**src/rtl/regfile_pkg.sv**
```systemverilog
// Shared register-file constants and write-back types used by the
// write-back scheduler and its arbiter.
package regfile_pkg;
  localparam int REG_COUNT  = 32;
  localparam int REG_ADDR_W = 5;
  localparam int XLEN       = 32;

  typedef logic [REG_ADDR_W-1:0] reg_addr_t;

  typedef struct packed {
    reg_addr_t       addr;
    logic [XLEN-1:0] data;
  } wb_req_t;
endpackage

```
**src/rtl/rr_arbiter.sv**
```systemverilog
// Round-robin arbiter: one-hot grant to the first requester found after
// the last granted index; the pointer moves only when advance is high.
module rr_arbiter #(
  parameter int N = 3
) (
  input  logic         clk,
  input  logic         reset,
  input  logic [N-1:0] req,
  input  logic         advance,
  output logic [N-1:0] grant
);
  localparam int IW = (N > 1) ? $clog2(N) : 1;

  logic [IW-1:0] last_q;
  logic [IW-1:0] last_d;
  logic [IW-1:0] cand;
  logic          found;

  always_comb begin
    grant  = '0;
    found  = 1'b0;
    cand   = '0;
    last_d = last_q;
    for (int k = 1; k <= N; k++) begin
      cand = IW'((int'(last_q) + k) % N);
      if (!found && req[cand]) begin
        grant[cand] = 1'b1;
        found       = 1'b1;
        last_d      = cand;
      end
    end
  end

  // Reset pointer to N-1 so that source 0 is searched first.
  always_ff @(posedge clk or posedge reset) begin
    if (reset) begin
      last_q <= IW'(N - 1);
    end else if (advance) begin
      last_q <= last_d;
    end
  end
endmodule

```
**src/rtl/regfile_wb_sched.sv**
```systemverilog
// Register-file write-back scheduler: arbitrates sources onto the single
// write port and tracks pending destinations for decode hazard stalls.
module regfile_wb_sched #(
  parameter int NUM_SRC = 3,
  parameter int XLEN    = 32,
  parameter int ADDR_W  = 5
) (
  input  logic                      clk,
  input  logic                      reset,
  input  logic [NUM_SRC-1:0]        src_valid,
  input  logic [NUM_SRC*ADDR_W-1:0] src_addr,
  input  logic [NUM_SRC*XLEN-1:0]   src_data,
  output logic [NUM_SRC-1:0]        src_ready,
  output logic [ADDR_W-1:0]         wr_addr,
  output logic [XLEN-1:0]           wr_data,
  output logic                      write_en,
  input  logic                      issue_valid,
  input  logic [ADDR_W-1:0]         issue_rd,
  input  logic [ADDR_W-1:0]         rs1_addr,
  input  logic [ADDR_W-1:0]         rs2_addr,
  output logic                      hazard,
  output logic                      wb_unexpected
);
  import regfile_pkg::*;

  localparam int NREG = 1 << ADDR_W;

  // Handshake: source i transfers on a cycle where src_valid[i] & src_ready[i];
  // it holds addr/data until then and may drop valid early (losing its turn).
  logic [NUM_SRC-1:0] grant;
  logic               transfer;
  logic [ADDR_W-1:0]  win_addr;
  logic [XLEN-1:0]    win_data;

  logic [ADDR_W-1:0]  wr_addr_q;
  logic [XLEN-1:0]    wr_data_q;
  logic               write_en_q;
  logic               unexp_q;
  logic [NREG-1:0]    busy_q;
  logic [NREG-1:0]    busy_d;

  rr_arbiter #(.N(NUM_SRC)) u_arb (
    .clk     (clk),
    .reset   (reset),
    .req     (src_valid),
    .advance (transfer),
    .grant   (grant)
  );

  assign src_ready = grant;
  assign transfer  = |(src_valid & grant);

  always_comb begin
    win_addr = '0;
    win_data = '0;
    for (int i = 0; i < NUM_SRC; i++) begin
      if (grant[i]) begin
        win_addr = src_addr[i*ADDR_W +: ADDR_W];
        win_data = src_data[i*XLEN +: XLEN];
      end
    end
  end

  // Set after clear: a newly issued producer outranks the retiring one.
  always_comb begin
    busy_d = busy_q;
    if (write_en_q) busy_d[wr_addr_q] = 1'b0;
    if (issue_valid && issue_rd != '0) busy_d[issue_rd] = 1'b1;
    busy_d[0] = 1'b0;
  end

  always_ff @(posedge clk or posedge reset) begin
    if (reset) begin
      wr_addr_q  <= '0;
      wr_data_q  <= '0;
      write_en_q <= 1'b0;
      unexp_q    <= 1'b0;
      busy_q     <= '0;
    end else begin
      write_en_q <= transfer && (win_addr != '0);
      if (transfer) begin
        wr_addr_q <= win_addr;
        wr_data_q <= win_data;
      end
      if (transfer && win_addr != '0 && !busy_q[win_addr]) unexp_q <= 1'b1;
      busy_q <= busy_d;
    end
  end

  // The write cycle itself is forwarded by the register file, so not a stall.
  assign hazard = (busy_q[rs1_addr] && !(write_en_q && wr_addr_q == rs1_addr)) ||
                  (busy_q[rs2_addr] && !(write_en_q && wr_addr_q == rs2_addr));

  assign wr_addr       = wr_addr_q;
  assign wr_data       = wr_data_q;
  assign write_en      = write_en_q;
  assign wb_unexpected = unexp_q;
endmodule
```
**config.mk**
```make
export PLATFORM = sky130hd
export DESIGN_NAME = regfile_wb_sched
export DESIGN_NICKNAME = d
export VERILOG_FILES = /design/src/rtl/regfile_pkg.sv /design/src/rtl/rr_arbiter.sv /design/src/rtl/regfile_wb_sched.sv
export SDC_FILE = /design/constraint.sdc
export NUM_CORES = 1
export LEC_CHECK = 0
export CORE_MARGIN = 2
export CORE_UTILIZATION = 42
export CTS_BUF_LIST = sky130_fd_sc_hd__clkbuf_4 sky130_fd_sc_hd__clkbuf_8
export DETAILED_ROUTE_END_ITERATION = 8
export HOLD_SLACK_MARGIN = 0.05
export PLACE_DENSITY = 0.8
export SKIP_LAST_GASP = 1
export SLEW_MARGIN = 20
export SYNTH_ARGS = -nofsm -noshare
export SYNTH_HDL_FRONTEND = slang
export SYNTH_HIERARCHICAL = 1
export SYNTH_SLANG_ARGS = --single-unit
```
**constraint.sdc**
```tcl
create_clock -name clk -period 3.4 [get_ports clk]
set_input_delay 0.34 -clock clk [delete_from_list [all_inputs] [get_ports clk]]
set_output_delay 0.34 -clock clk [all_outputs]
set_load 0.05 [all_outputs]
```
==> run summary <==
Status = completed
Post-synth EDFFs = 0
Leakage = 2.62 nW
FF-to-FF End = wb_unexpected
Initial Util = 43.2%
First-pass GRT wire length = 24.9 mm
Clock-pin slew on the worst setup and hold paths = 0.08 ns
Final setup fails = 0
Antenna violations before repair = 0
CTS tree = built
Reg2Reg Depth = 12
Core area = 0.0108 mm2
CP startpoint kind = flop
Post-route insts no fill = 831
Via-to-Cell Ratio = 5.93
Critical path capture point type = output port
Overall routing resource usage = 27.2%
Top cell type's share of synthesized area = 38.0%
Mapped Nets = 650
Layout net count = 822
Placer Congestion = 0.969
Netlist cell types = 49
Final core area utilization = 63.8%
Synth-to-layout area growth = 47.7%
CTS Buffer Depth = 2
Clk_lat worst skew = 0.34 ns
Post-synth top area cell = dfrtp_1
Max rail drop VDD = 0.000687 V
Num rows = 38
Max H-tree Level = 3
Pwr per Cell Area = 1060 mW/mm2
Via count = 4928
Largest net degree at the start of global routing = 65
Worst hold path type = primary input to async pin
Leading post-synthesis cells by cell area = dfrtp_1 (38%), o21ai_0 (11%), mux4_2 (11%), a22oi_1 (5.3%), a21oi_1 (4.5%)
Seq/Total Area, Yosys = 38.5%
Worst Setup SP = u_arb/last_q[1]
Average cell area after synthesis = 9.10 um2
CTS Hold Bufs = 0
Worst slew margin = 43.8%
Chip height = 110 um
CP most frequent cell = buf_4
Crit-path max cell delay = 0.84 ns
Port Buffers = 174
Total die area = 0.0120 mm2
Top FF cell, synth = dfrtp_1
Worst-Margin Slew = 0.842 ns
Worst path slowest cell = clkdlybuf4s50_1
Routed Antenna Nets = 0
Fmax = 303 MHz
Reg-to-Reg Start = u_arb/last_q[1]
DRT Wirelength = 16.1 mm
Mapped Area = 0.00468 mm2
R2R Setup Slk = 0.15 ns
Layout cells sized above 1 = 13.9%
Cell count after synthesis = 514
Final Cycle Share = 96.9%
Die width = 110 um
I/O pin count = 175
Worst Clk Skew = 0.00862 ns
Drt pass-1 iters = 5
Synthesis-stage register bit count = 72
Cells along the critical path = inv_1, ha_1, mux2i_2, o21ai_2, buf_4, o21ai_4, buf_4, clkdlybuf4s50_1
Final Slew Violations = 0
Worst Path Required = 3.06 ns
GR Overflow Total = 0
Yosys warnings = 6
Placed instance count = 810
Asr flop ratio synth = 100%
Detailed-route DRC error count = 0
Post-DR wirelength/cell = 19.4 um
CTS Root Cell = clkbuf_8
Total CTS buffers = 9
# diodes = 0
Max-Cap Viols = 0
DP HPWL = 12.2 mm
1st-iter DRT viols = 568
Vias in the first global route = 4860
Critical Path Fanout Max = 5
TritonCTS Sinks = 72
Crit path arrival time = 2.96 ns
Final Hold Fails = 0
Fillers = 877
Crit path time final = 3.30 ns
Kind of critical path = flop to output port
registers in the layout, summed over array words and instances, names as in the netlist:
register,flops
wb_unexpected,1
wr_data,32
wr_addr,5
busy_q,31
u_arb/last_q,2
write_en,1
layout make-up:
| cell class | instances | area, um2 | share of cell area [%] |
|---|---|---|---|
| multi-input cells | 401 | 2810 | 40.7 |
| repair buffers | 197 | 1930 | 27.9 |
| flip-flops and latches | 72 | 1800 | 26.1 |
| well taps | 140 | 175 | 2.53 |
| clock buffers | 11 | 139 | 2.01 |
| clock inverters | 5 | 33.8 | 0.489 |
| inverters | 5 | 18.8 | 0.271 |
critical path: cells and delay by family (launching register included):
kind            cells  cell delay (ns)
fa+ha+maj           1             0.25
mux                 1             0.25
flops               1             0.58
compound gates      2             0.30
buf+inv             4             1.21
cell usage after synthesis, types with 3 or more instances:
library cell	instances
nor2b_1	6
nand2_1	52
xor2_1	8
nor2_1	38
nor4_1	6
a22oi_1	33
clkbuf_1	32
a21o_1	3
o21ai_0	105
ha_1	4
nand3_1	6
inv_1	5
nand3b_1	17
dfrtp_1	71
mux4_2	22
or3b_2	6
mux2i_1	13
mux2_2	4
nand2b_1	5
a21oi_1	42
layout by cell type (no fill, tap or decap), types with 3 or more instances in the layout:
cell,n
mux2i_1,10
clkbuf_8,9
dfrtp_1,71
mux2_2,4
mux4_2,22
inv_1,3
nand2b_1,5
a21o_1,3
nor4_1,6
nor2b_2,3
nand3_1,6
a21oi_1,41
nand2_1,52
xor2_1,8
or3b_2,6
clkdlybuf4s50_1,171
nor2b_1,3
nand3b_1,17
buf_4,24
a22oi_1,33
nor2_1,38
o21ai_0,101
report_power, final:
group / switching, mW / internal (mW) / total, mW
Combinational: 3.05 / 2.11 / 5.16
Clock: 0.327 / 0.280 / 0.607
Sequential: 0.365 / 1.19 / 1.56
kinds of logic after synthesis:
| family | count (synthesis) | synth area share [%] |
|---|---|---|
| buf+inv | 42 | 3.82 |
| fa+ha+maj | 4 | 1.07 |
| flops | 72 | 38.5 |
| compound gates | 203 | 25.3 |
| mux | 39 | 14.3 |
| xor+xnor | 10 | 1.87 |
| simple gates | 144 | 15.1 |
per-layer routing:
metal  up-vias  GRT usage [%]  wire length [um]
met5         -              0                 0
met3        43           7.35              1360
met1      2361           33.1              6160
li1       2270              -                 -
met2       254           46.6              8160
met4         0           9.13               449
how the worst max path moves through the flow:
stage | end | slack (ns)
after CTS | wb_unexpected | 0.009
final | src_ready[0] | 0.10
after global placement | wb_unexpected | 0.12
after global routing | wb_unexpected | -0.06
after detailed placement | wb_unexpected | -0.04
after floorplan | wb_unexpected | 0.03
metrics by stage:
step / worst slack, ns / cell area [um2] / setup TNS (ns) / total power [mW] / hold slack [ns]
4_1_cts: 0.00857 / 6810 / 0 / 7.07 / 0.218
2_1_floorplan: 0.0257 / 4720 / 0 / 4.97 / 0.0805
6_report: 0.105 / 6910 / 0 / 7.33 / 0.224
3_5_place_dp: -0.0380 / 6640 / -0.0380 / 6.44 / 0.472
3_3_place_gp: 0.120 / 6640 / 0 / 6.29 / 0.466
5_1_grt: -0.0556 / 6910 / -0.0568 / 7.85 / 0.231
what timing repair did:
action | 4_1_cts | 5_1_grt
resized for setup | 0 | 16
setup endpoints to repair | 0 | 1
setup buffers | 0 | 4
Note: power is estimated with default switching activity, not from simulation.
